**src/rtl/iot_pkg.sv**
```systemverilog
// Shared constants for the IOTDF output serializer: word geometry, result tags, FSM states.
package iot_pkg;

  localparam int IOT_DW         = 128;
  localparam int IOT_BW         = 8;
  localparam int BYTES_PER_WORD = IOT_DW / IOT_BW;

  localparam logic [2:0] IOT_FN_GRAY2BIN = 3'b001;
  localparam logic [2:0] IOT_FN_FIR      = 3'b010;

  typedef enum logic [1:0] {
    S_IDLE  = 2'd0,
    S_SEND  = 2'd1,
    S_CKSUM = 2'd2
  } state_t;

endpackage

```
**src/rtl/iot_out_serializer_if.sv**
```systemverilog
// Result-word input and byte-stream output of the serializer, grouped as one bus.
interface iot_out_serializer_if #(
  parameter int DW = 128,
  parameter int BW = 8
);
  logic          in_valid;
  logic [DW-1:0] in_data;
  logic [2:0]    in_tag;
  logic          out_valid;
  logic          out_ready;
  logic [BW-1:0] out_byte;
  logic [2:0]    out_tag;
  logic          out_last;
  logic          overflow;

  modport slave (
    input  in_valid, in_data, in_tag, out_ready,
    output out_valid, out_byte, out_tag, out_last, overflow
  );

  modport master (
    output in_valid, in_data, in_tag, out_ready,
    input  out_valid, out_byte, out_tag, out_last, overflow
  );
endinterface

```
**src/rtl/iot_word_fifo.sv**
```systemverilog
// Small power-of-two FIFO holding {tag, word} entries; push ignored when full, pop ignored when empty.
module iot_word_fifo #(
  parameter int DEPTH = 2,
  parameter int WIDTH = 131
) (
  input  logic                       clk,
  input  logic                       rst,
  input  logic                       i_push,
  input  logic [WIDTH-1:0]           i_wdata,
  input  logic                       i_pop,
  output logic [WIDTH-1:0]           o_rdata,
  output logic [$clog2(DEPTH):0]     o_count,
  output logic                       o_full,
  output logic                       o_empty
);

  localparam int AW = $clog2(DEPTH);
  localparam int CW = AW + 1;

  logic [WIDTH-1:0] r_mem [DEPTH];
  logic [AW-1:0]    r_wr_ptr;
  logic [AW-1:0]    r_rd_ptr;
  logic [CW-1:0]    r_count;
  logic             w_push;
  logic             w_pop;

  assign o_full  = (r_count == CW'(DEPTH));
  assign o_empty = (r_count == '0);
  assign w_push  = i_push & ~o_full;
  assign w_pop   = i_pop & ~o_empty;

  // NOTE: storage has no reset; only pointers and count need a known state, and
  // an unreset array maps onto plain RAM/flops without a reset tree.
  always_ff @(posedge clk) begin
    if (w_push) r_mem[r_wr_ptr] <= i_wdata;
  end

  // NOTE: state updates use non-blocking assignments so every reader sees the pre-edge value.
  always_ff @(posedge clk or negedge rst) begin
    if (!rst) begin
      r_wr_ptr <= '0;
      r_rd_ptr <= '0;
      r_count  <= '0;
    end else begin
      if (w_push) r_wr_ptr <= r_wr_ptr + AW'(1);
      if (w_pop)  r_rd_ptr <= r_rd_ptr + AW'(1);
      case ({w_push, w_pop})
        2'b10:   r_count <= r_count + CW'(1);
        2'b01:   r_count <= r_count - CW'(1);
        default: r_count <= r_count;
      endcase
    end
  end

  assign o_rdata = r_mem[r_rd_ptr];
  assign o_count = r_count;

endmodule

```
**src/rtl/iot_out_serializer.sv**
```systemverilog
// Buffers 128-bit result words and streams them out MSB byte first under valid/ready.
// Optional: define IOT_SER_CKSUM_EN to append an XOR checksum byte to every word.
module iot_out_serializer
  import iot_pkg::*;
#(
  parameter int DEPTH = 2,
  parameter int DW    = IOT_DW,
  parameter int BW    = IOT_BW
) (
  input  logic                 clk,
  input  logic                 rst,
  iot_out_serializer_if.slave  bus
);

  localparam int NB = DW / BW;
  localparam int IW = (NB > 1) ? $clog2(NB) : 1;
  localparam int CW = $clog2(DEPTH) + 1;

  logic [DW+2:0]  w_head;
  logic [DW-1:0]  w_head_data;
  logic [2:0]     w_head_tag;
  logic [CW-1:0]  w_count;
  logic           w_full;
  logic           w_empty;
  logic           w_push;
  logic           w_pop;
  logic           w_more;
  logic [DW-1:0]  w_shifted;
  logic           w_idx_last;
  state_t         r_state;
  state_t         w_state_next;
  logic [IW-1:0]  r_idx;
  logic [IW-1:0]  w_idx_next;
  logic           r_overflow;
  logic           w_valid;
  logic           w_last;
  logic [BW-1:0]  w_byte;
  logic [2:0]     w_tag;

  assign w_push = bus.in_valid & ~w_full;

  iot_word_fifo #(
    .DEPTH (DEPTH),
    .WIDTH (DW + 3)
  ) u_fifo (
    .clk     (clk),
    .rst     (rst),
    .i_push  (w_push),
    .i_wdata ({bus.in_tag, bus.in_data}),
    .i_pop   (w_pop),
    .o_rdata (w_head),
    .o_count (w_count),
    .o_full  (w_full),
    .o_empty (w_empty)
  );

  assign w_head_tag  = w_head[DW+2:DW];
  assign w_head_data = w_head[DW-1:0];
  assign w_shifted   = w_head_data << (int'(r_idx) * BW);
  assign w_idx_last  = (r_idx == IW'(NB - 1));
  // Occupancy after this cycle's pop stays non-zero if another word was queued or arrives now.
  assign w_more      = (w_count > CW'(1)) | w_push;

`ifdef IOT_SER_CKSUM_EN
  logic [BW-1:0] w_cksum;
  always_comb begin
    w_cksum = '0;
    for (int k = 0; k < NB; k++) w_cksum = w_cksum ^ w_head_data[k*BW +: BW];
  end
`endif

  always_ff @(posedge clk or negedge rst) begin
    if (!rst) begin
      r_state    <= S_IDLE;
      r_idx      <= '0;
      r_overflow <= 1'b0;
    end else begin
      r_state <= w_state_next;
      r_idx   <= w_idx_next;
      if (bus.in_valid && w_full) r_overflow <= 1'b1;
    end
  end

  // NOTE: every output of this block gets a default first, so no path can infer a latch.
  always_comb begin
    w_state_next = r_state;
    w_idx_next   = r_idx;
    w_pop        = 1'b0;
    w_valid      = 1'b0;
    w_last       = 1'b0;
    w_byte       = '0;
    w_tag        = '0;
    case (r_state)
      S_IDLE: begin
        if (!w_empty) w_state_next = S_SEND;
      end
      S_SEND: begin
        w_valid = 1'b1;
        w_byte  = w_shifted[DW-1 -: BW];
        w_tag   = w_head_tag;
`ifdef IOT_SER_CKSUM_EN
        if (bus.out_ready) begin
          if (w_idx_last) begin
            w_idx_next   = '0;
            w_state_next = S_CKSUM;
          end else begin
            w_idx_next = r_idx + IW'(1);
          end
        end
      end
      S_CKSUM: begin
        w_valid = 1'b1;
        w_byte  = w_cksum;
        w_tag   = w_head_tag;
        w_last  = 1'b1;
        if (bus.out_ready) begin
          w_pop        = 1'b1;
          w_state_next = w_more ? S_SEND : S_IDLE;
        end
      end
`else
        w_last  = w_idx_last;
        if (bus.out_ready) begin
          if (w_idx_last) begin
            w_pop        = 1'b1;
            w_idx_next   = '0;
            w_state_next = w_more ? S_SEND : S_IDLE;
          end else begin
            w_idx_next = r_idx + IW'(1);
          end
        end
      end
`endif
      default: w_state_next = S_IDLE;
    endcase
  end

  assign bus.out_valid = w_valid;
  assign bus.out_byte  = w_byte;
  assign bus.out_tag   = w_tag;
  assign bus.out_last  = w_last;
  assign bus.overflow  = r_overflow;

endmodule

```
**src/flat_wrapper.sv**
```systemverilog
// flat-port wrapper written by rule: the top's interface ports become plain ports
module iot_out_serializer_flat import iot_pkg::*;
#(
  parameter int DEPTH = 2,
  parameter int DW    = IOT_DW,
  parameter int BW    = IOT_BW
)
  (clk, rst, bus_in_valid, bus_in_data, bus_in_tag, bus_out_ready, bus_out_valid, bus_out_byte, bus_out_tag, bus_out_last, bus_overflow);
  iot_out_serializer_if #(.DW(DW), .BW(BW)) bus_i ();
  input  logic clk;
  input  logic rst;
  input wire logic [$bits(bus_i.in_valid)-1:0] bus_in_valid;
  input wire logic [$bits(bus_i.in_data)-1:0] bus_in_data;
  input wire logic [$bits(bus_i.in_tag)-1:0] bus_in_tag;
  input wire logic [$bits(bus_i.out_ready)-1:0] bus_out_ready;
  output wire logic [$bits(bus_i.out_valid)-1:0] bus_out_valid;
  output wire logic [$bits(bus_i.out_byte)-1:0] bus_out_byte;
  output wire logic [$bits(bus_i.out_tag)-1:0] bus_out_tag;
  output wire logic [$bits(bus_i.out_last)-1:0] bus_out_last;
  output wire logic [$bits(bus_i.overflow)-1:0] bus_overflow;
  assign bus_i.in_valid = bus_in_valid;
  assign bus_i.in_data = bus_in_data;
  assign bus_i.in_tag = bus_in_tag;
  assign bus_i.out_ready = bus_out_ready;
  assign bus_out_valid = bus_i.out_valid;
  assign bus_out_byte = bus_i.out_byte;
  assign bus_out_tag = bus_i.out_tag;
  assign bus_out_last = bus_i.out_last;
  assign bus_overflow = bus_i.overflow;
  iot_out_serializer #(.DEPTH(DEPTH), .DW(DW), .BW(BW)) u_core (.clk(clk), .rst(rst), .bus(bus_i));
endmodule
```
**config.mk**
```make
export PLATFORM = sky130hd
export DESIGN_NAME = iot_out_serializer_flat
export DESIGN_NICKNAME = d
export VERILOG_FILES = /design/src/rtl/iot_pkg.sv /design/src/rtl/iot_out_serializer_if.sv /design/src/rtl/iot_word_fifo.sv /design/src/rtl/iot_out_serializer.sv /design/src/flat_wrapper.sv
export SDC_FILE = /design/constraint.sdc
export NUM_CORES = 1
export LEC_CHECK = 0
export CAP_MARGIN = 30
export CORE_ASPECT_RATIO = 1.4
export CORE_MARGIN = 10
export CORE_UTILIZATION = 55
export DETAILED_ROUTE_END_ITERATION = 8
export PLACE_DENSITY = 0.8
export SLEW_MARGIN = 10
export SYNTH_ARGS = -nofsm -noshare
export SYNTH_HDL_FRONTEND = slang
export SYNTH_HIERARCHICAL = 1
export SYNTH_SLANG_ARGS = --single-unit
```
**constraint.sdc**
```tcl
create_clock -name clk -period 9.2 [get_ports clk]
set_clock_uncertainty 0.1 [all_clocks]
set_input_delay 1.84 -clock clk [delete_from_list [all_inputs] [get_ports clk]]
set_output_delay 1.84 -clock clk [all_outputs]
set_load 0.02 [all_outputs]
```
### Word-level counts from Yosys, hierarchy flattened

Memories as Yosys holds them, arrays and structs flattened.
Cells that the tools add are included.

| storage, ports and cells | value |
|---|---|
| bits in registers | 11 |
| bits in latches | 0 |
| RAM bits | 262 |
| memory bits (read-only) | 0 |
| input port bits | 135 |
| output and inout port bits | 14 |
| logic and storage cells | 50 |
| memories | 1 |

Memories:

| memory | depth | width | rd ports | clocked after Yosys merged registers in | wr ports | RTL line | text |
|---|---|---|---|---|---|---|---|
| u_core.u_fifo.r_mem | 2 | 131 | 1 | 0 | 1 | iot_word_fifo.sv:20 | `logic [WIDTH-1:0] r_mem [DEPTH];` |

| cells by class | value |
|---|---|
| $add $sub $neg | 5 |
| multiply operators | 0 |
| divide/modulo/power cells | 0 |
| order comparisons | 1 |
| eq/ne operators | 8 |
| shift-type cells | 1 |
| multiplexer cells | 16 |
| bitwise operators | 6 |
| reduce and logical (&&, ||, !) cells | 6 |

Operators with widths:

| kind | number |
|---|---|
| $shl 128x7->128 | 1 |
| $mux 1 | 8 |
| $mux 8 | 1 |
| $pmux 2 s2 | 2 |
| $mux 2 | 3 |
| $add 4x1->4 const B | 1 |
| $eq 2x1->1 const B | 2 |
| $eq 2x2->1 const B | 2 |
| $eq 4x4->1 const B | 1 |
| $logic_not 2->1 | 2 |
| $mux 4 | 1 |
| $ne 2x2->1 const B | 2 |
| $and 1x1->1 | 3 |
| $mux 3 | 1 |
| $reduce_and 3->1 | 1 |
| $add 1x1->1 const B | 2 |
| $add 2x1->2 const B | 1 |
| $gt 2x1->1 const B | 1 |
| $ne 2x1->1 const B | 1 |
| $not 1->1 | 2 |
| $reduce_and 2->1 | 1 |
| $reduce_bool 2->1 | 1 |
| $sub 2x1->2 const B | 1 |
| $logic_and 1x1->1 | 1 |
| $or 1x1->1 | 1 |

### Logic depth before layout (Yosys ltp)

Gate-level depths: netlist of run 1.

| depth | value |
|---|---|
| word-level depth | 8 |
| gate-level depth with buffers | 9 |
| gate-level depth less buffers | 8 |

### Cells and area by module

Netlist of run 1, hierarchy kept.

Modules (own cells, without submodules):

| module | instances | cells an instance | area each (µm²) | sequential area each (µm²) |
|---|---|---|---|---|
| iot_word_fifo | 1 | 426 | 9978.3 | 7967.6 |
| iot_out_serializer | 1 | 122 | 1387.6 | 150.1 |

### Least setup slack after synthesis of run 1

OpenSTA, ideal clock, no wires.

| timing | value |
|---|---|
| kind | input port to flip-flop |
| start point | in bus_in_valid |
| end point | mem u_core.u_fifo.r_mem[0][0], enable pin |
| setup time | 623 ps |
| arrival | 7578 ps |
| required time | 8477 ps |
| path slack | 899 ps |
| cell stages on the path | 3 |
| path buffers | 0 |
| path through | nor2b_1 nand2_1 nor2_1 |

| between the ends | value |
|---|---|
| word-level cells in the longest chain between the ends | 4 |

RTL lines:

| what | RTL line | text |
|---|---|---|
| start: declaration | flat_wrapper.sv:12 | `input wire logic [$bits(bus_i.in_valid)-1:0] bus_in_valid;` |
| $and 1x1->1 | iot_out_serializer.sv:40 | `assign w_push = bus.in_valid & ~w_full;` |
| $and 1x1->1 | iot_word_fifo.sv:29 | `assign w_push = i_push & ~o_full;` |
| $mux 1 | iot_word_fifo.sv:35 | `if (w_push) r_mem[r_wr_ptr] <= i_wdata;` |
| $mux 1 (implied by the code) | iot_word_fifo.sv:35 |  |
| end: declaration | iot_word_fifo.sv:20 |  |

Every way passes these cells.

### Worst setup path in the final report of run 1

| timing | value |
|---|---|
| start point | reg u_core.u_fifo.r_rd_ptr |
| end point | out bus_out_byte[3] |

| between the ends | value |
|---|---|
| word-level cells in the longest chain between the ends | 3 |

RTL lines:

| what | RTL line | text |
|---|---|---|
| start: declaration | iot_word_fifo.sv:22 | `logic [AW-1:0] r_rd_ptr;` |
| start signal: assignment | iot_word_fifo.sv:46 | `if (w_pop) r_rd_ptr <= r_rd_ptr + AW'(1);` |
| $mem_v2 2x131 | -- |  |
| via u_core.w_head[35] | iot_out_serializer.sv:19 | `logic [DW+2:0] w_head;` |
| $shl 128x7->128 | iot_out_serializer.sv:59 | `assign w_shifted = w_head_data << (int'(r_idx) * BW);` |
| $mux 8 | iot_out_serializer.sv:93 | `case (r_state)` |
| end: declaration | flat_wrapper.sv:17 | `output wire logic [$bits(bus_i.out_byte)-1:0] bus_out_byte;` |

The timed path passes the listed nets, and every way through them passes these cells.

==> metrics.cfg, run 1 <==
[final_layout]
final_util_pct=67.5
fin_cells=977
nNetsFinal=839
drive_gt1_share_pct=26.7
final_area_sq_mm=0.0138
area_growth_pct=21.1

[sta]
slew_violations=0
setup_tns_ns=0
min_period_over_period_pct=65.2
slew_headroom_pct=43.1
rsz0062_at_grt=false
fin_crit_ns=6.00
max_freq_ghz=0.167
hold_violations=0
tightest_slew_ns=0.853
setup_viol=0

[worst_setup_path]
setup.worst_path.end=bus_out_byte[3]
crit_family=buffers and inverters
crit_cells=6
crit_chain=buf_4 > mux2_4 > mux4_2 > mux2i_1 > o21ai_0 > clkdlybuf4s50_1
crit_required_ns=7.26
rr_endpoint=u_core/u_fifo/r_mem[1][59]
slowest_stage=dfrtp_4
setup.worst_path.start=u_core/u_fifo/r_rd_ptr
critPathLaunchType=flip-flop
path_max_fanout=46
crit_path_end_kind=output port
reg2reg_from=u_core/u_fifo/o_count[0]
crit_arrival_ns=4.06
max_stage_delay_ns=0.82
crit_buf_inv=2
rr_worst_depth=6
r2r_setup_slack_ns=6.27
crit_type=reg2out

[synth]
yosys_warnings=6
syn_nets=685
synth.mux.area_fraction_pct=22.8
synth_area_leaders=edfxtp_1, mux2_4, mux2_2, mux4_2, mux4_1
synth_most_common_cell=edfxtp_1
seq_area_frac_synth_pct=71.4
yosys.area_share.simple_pct=1.23
synthTopCellsByCount=edfxtp_1, mux2_4, mux2_2
synth_adder_area_share_pct=0.220
synth_edf_count=262
synth_top_family_by_area=multiplexers
ys_ff_latch=272
synth_compound_area_share_pct=1.68
syn_area_sq_mm=0.0114
synth.distinct_cells=35
synthDominantCellAreaShare_pct=69.2
yosys.area.top_type=edfxtp_1
syn_inst=548
synthArstFlopShare_pct=3.68
syn_area_per_cell_sq_um=20.7
synth_ff_type=edfxtp_1
synth_xor_area_share_pct=0.462

[floorplan]
core_area_sq_mm=0.0204
pin_count=149
std_cell_rows=62
initial_core_util_pct=55.7
dieArea_sq_mm=0.0269
die_h_um=190
die_x_um=141

[routing]
detail-route-antenna-nets=0
wl_per_cell_um=23.6
top_layer_used=met4
drt-initial-drc-count=481
via_per_inst=5.66
first_pass_iters=4
routed-wl-met3_mm=1.61
route.met2.wl_mm=12.8
drc=0
wl_met1_mm=8.09
wirelength_mm=23.1
vias=5526

[pwr]
total_power_mw=4.17
power_density_mw_per_mm2=303
vdd_drop_max_uv=181
p_leak_nw=4.80

[global_routing]
track_usage_pct=16.9
grt_overflow=0
grt_pass1_vias=6169
grt_pass1_wl_mm=35.2
grt_max_degree=51
antenna_found_initial=1

[placed_design]
dp_hpwl_mm=15.9
placed_cell_area_sq_mm=0.0130
place_inst=931
routabilityCongestion=0.737
io_buffers=148

[status]
status=finished, final reports clean

[hold_path]
hold_class=reg2reg
worstHoldPathCells=1

[cts]
cts-root-buf=clkbuf_16
post_cts_buffers=0
clock_path_buffers=3
htree_levels=1
post_cts_resize_count=0
clock_sinks=272
clk_latency_ns=0.51
hold_buffers=0
tritoncts=built
cts.clk_slew.worst_paths_ns=0.06
numCtsBuffers=25

[flow_run]
drv_cap=0

-- layer usage --
metal / track usage [%] / vias up
li1: - / 2520
met1: 19.5 / 2770
met2: 30.4 / 203
met3: 3.72 / 33
met4: 5.52 / 0
met5: 0 / -
-- logic make-up (layout without fill, tap and decap cells) --
kind of cell / Yosys count / in the layout
AO/OA/AOI/OAI: 30 / 30
multiplexers: 180 / 180
buffers and inverters: 31 / 203
adder cells (fa/ha/maj): 2 / 2
flip-flops: 272 / 272
other: 0 / 1
AND/OR/NAND/NOR: 27 / 27
XOR/XNOR: 6 / 6
-- worst min-delay path by stage --
stage,slack [ns],end,from
2_1_floorplan,0.36,u_core/u_fifo/r_wr_ptr,u_core/u_fifo/r_wr_ptr
4_1_cts,0.39,u_core/bus.overflow,u_core/bus.overflow
5_1_grt,0.42,u_core/bus.overflow,u_core/bus.overflow
3_3_place_gp,0.38,u_core/bus.overflow,u_core/bus.overflow
3_5_place_dp,0.37,u_core/bus.overflow,u_core/bus.overflow
6_report,0.39,u_core/bus.overflow,u_core/bus.overflow
-- sequential cells by signal (all words and copies together) (netlist names) --
name and cells:
u_core/u_fifo/r_mem 262, u_core/r_state 1, u_core/r_idx 4, u_core/u_fifo/r_wr_ptr 1
u_core/u_fifo/o_count 2, u_core/u_fifo/r_rd_ptr 1, u_core/bus.overflow 1
-- cell usage in the layout (no fill, tap or decap), types with 2 or more instances in the layout --
master,count
nand3_1,3
clkinv_2,4
mux2_2,53
o21ai_0,13
dfrtp_1,6
nor2_1,5
dfrtp_2,3
mux4_1,10
edfxtp_1,262
buf_4,6
nor2b_1,2
mux2i_1,24
xor2_1,2
o21ai_1,5
nand2b_1,2
mux2_4,80
inv_1,2
and2_1,4
a221oi_1,8
nand2_1,5
clkbuf_16,25
mux4_2,13
xnor2_1,4
clkdlybuf4s50_1,148
clkbuf_1,8
clkinv_1,5
ha_1,2
-- where the power goes --
| group | switching, mW | total, mW | internal [mW] |
|---|---|---|---|
| Combinational | 0.651 | 1.38 | 0.730 |
| Sequential | 0.162 | 1.87 | 1.70 |
| Clock | 0.412 | 0.920 | 0.509 |
-- cell type report --
cell class | count | area [sq um]
flip-flops and latches | 272 | 8130
clock buffers | 34 | 669
multi-input cells | 245 | 3020
diodes | 1 | 2.50
repair buffers | 156 | 1570
inverters | 2 | 7.51
fillers | 1334 | 6630
clock inverters | 11 | 55.1
well taps | 256 | 320
-- per-stage QoR --
stage	setup WS, ns	hold WS, ns
4_1_cts	3.18	0.389
3_3_place_gp	3.82	0.377
3_5_place_dp	3.72	0.372
6_report	3.20	0.391
5_1_grt	3.04	0.425
2_1_floorplan	0.899	0.361
Note: power is estimated with default switching activity, not from simulation.
==> inputs of run 2 (changes only) <==
- CORE_UTILIZATION: 55 -> 50
- PLACE_DENSITY: 0.8 -> 0.76
- clock period: 9.2 -> 5.1 ns (I/O delays scaled with it)
==> run 2 against run 1 <==
- via count is 1.2% lower
- combinational power rose by 82%
- highest routed layer unchanged
- cell count rose by 4.5%
- power up 87%
- die area increased by 8.7%
- clock power increased by 110%
- hold slack got worse by 0.027 ns
- largest power group unchanged
- routed wire length grew 2.0%
- sequential power rose by 82%
- first-iteration DRC count decreased by 27%
- critical path depth is the same
==> metrics.cfg, run 2 (synthesized netlist as in run 1, its figures left out) <==
[floorplan]
std_cell_rows=65  ; +4.8%
dieArea_sq_mm=0.0292  ; +8.7%
pin_count=149  ; unchanged
core_area_sq_mm=0.0224  ; +10%
die_h_um=198  ; +4.4%
initial_core_util_pct=50.6  ; -5.1 points
die_x_um=147  ; +4.2%

[status]
status=finished, final reports clean

[global_routing]
track_usage_pct=15.7  ; -1.2 points
grt_use_met2_pct=30.1  ; -0.34 points
grt_pass1_wl_mm=35.1  ; -0.33%
grt-busiest-layer=met2
grt_pass1_vias=6102  ; -1.1%
grt_overflow=0  ; unchanged
grt_max_degree=73  ; +43%
gr-usage-met3_pct=2.66  ; -1.1 points
grt_util_met1_pct=17.5  ; -2.0 points
antenna_found_initial=0  ; -1

[cts]
tritoncts=built
clock_path_buffers=3  ; unchanged
cts.clk_slew.worst_paths_ns=0.06  ; about the same
clk_latency_ns=0.51  ; about the same
htree_levels=1  ; unchanged
clock_sinks=272  ; unchanged
numCtsBuffers=25  ; unchanged
post_cts_resize_count=0  ; unchanged
hold_buffers=0  ; unchanged
cts-root-buf=clkbuf_16
post_cts_buffers=0  ; unchanged

[worst_setup_path]
crit_arrival_ns=3.51  ; -0.55 ns
max_stage_delay_ns=0.80  ; -0.02 ns
crit_required_ns=3.98  ; -3.28 ns
slowest_stage=dfrtp_4
r2r_setup_slack_ns=2.47  ; -3.80 ns
crit_family=multiplexers
crit_chain=buf_12 > mux2_2 > mux4_1 > mux2i_1 > o21ai_0 > clkdlybuf4s50_1
crit_type=reg2out
critPathLaunchType=flip-flop
path_max_fanout=31  ; -33%
crit_path_end_kind=output port
crit_buf_inv=2  ; unchanged

[routing]
detail-route-antenna-nets=0  ; unchanged
wirelength_mm=23.5  ; +2.0%
vias=5459  ; -1.2%
via_per_inst=5.35  ; -5.5%
first_pass_iters=4  ; unchanged
wl_per_cell_um=23.1  ; -2.4%
drt-initial-drc-count=353  ; -27%
drc=0  ; unchanged

[sta]
setup_viol=0  ; unchanged
fin_crit_ns=4.63
min_period_over_period_pct=90.8
hold_violations=0  ; unchanged
rsz0062_at_grt=false
slew_violations=0  ; unchanged
setup_tns_ns=0  ; unchanged
tightest_slew_ns=0.850  ; -0.00358 ns
slew_headroom_pct=43.4  ; +0.24 points
max_freq_ghz=0.216

[final_layout]
drive_gt1_share_pct=27.5  ; +0.83 points
diodes=0  ; -1
fillers=1597  ; +20%
nNetsFinal=841  ; +0.24%
layout_common_cells=edfxtp_1, clkdlybuf4s50_1, mux2_4
final_common_cell=edfxtp_1
final_util_pct=62.4  ; -5.1 points
largest_register_ffs=262  ; unchanged
regMostFlops=u_core/u_fifo/r_mem
area_growth_pct=23.3

[placed_design]
routabilityCongestion=0.750  ; +1.7%
io_buffers=148  ; unchanged
dp_hpwl_mm=16.6  ; +3.9%

[flow_run]
drv_cap=0  ; unchanged

[hold_path]
hold_class=reg2reg

[pwr]
vdd_drop_max_uv=494  ; +170%
power_density_mw_per_mm2=557  ; +84%
p_leak_nw=4.87  ; +1.6%

run 2: changes by cell type in the layout (fill, tap and decap cells not counted), sizes merged:
| cell | change |
|---|---|
| clkbuf | -1 |
| clkinvlp | +1 |
| inv | -1 |
| clkinv | -5 |
| buf | +2 |
| diode | -1 |
| bufinv | +4 |
run 2: layout make-up:
class	count	area, sq um	area share, %
multi-input combinational	245	3020	21.5
clock buffer	33	676	4.82
timing repair buffer	158	1650	11.8
tap	301	377	2.69
sequential	272	8130	58.0
inverter	2	7.51	0.0536
clock inverter	10	158	1.13
run 2: final timing paths:
path	depth (start not counted)	to	start
min reg2reg	1	u_core/bus.overflow	u_core/bus.overflow
max	6	bus_out_byte[3]	u_core/u_fifo/r_rd_ptr
max reg2reg	6	u_core/u_fifo/r_mem[0][51]	u_core/u_fifo/o_count[0]
min	1	u_core/bus.overflow	u_core/bus.overflow
max in group asynchronous	1	u_core/u_fifo/r_rd_ptr	rst
min in group asynchronous	1	u_core/u_fifo/r_wr_ptr	rst
run 2: through the flow:
step	power (mW)	std cells	setup slack, ns	hold WS [ns]	area (sq um)
floorplan	5.21	548	0.213	0.384	11400
global placement	5.89	977	0.958	0.337	13100
detailed placement	6.00	978	0.985	0.359	13200
CTS	7.89	1021	0.443	0.371	14000
global route	8.15	1021	0.338	0.399	14000
finish	7.80	1021	0.469	0.363	14000
run 2: worst reg2reg max path, delay by kind of cell, from the launching register on:
family	cells	cell delay [ns]
flip-flops	1	0.42
AND/OR/NAND/NOR	4	1.25
buffers and inverters	2	0.48
run 2: layer usage:
layer / vias to the layer above / part of all wire (%)
met3: 22 / 4.4
met2: 141 / 57
met5: - / 0
met4: 0 / 1.6
met1: 2770 / 37
li1: 2526 / -
run 2: report_power, final:
part	switching (mW)	leakage [nW]	internal (mW)
sequential	0.329	2.53	3.07
clock	0.755	0.400	1.13
combinational	1.15	1.95	1.36
total	2.23	4.87	5.57
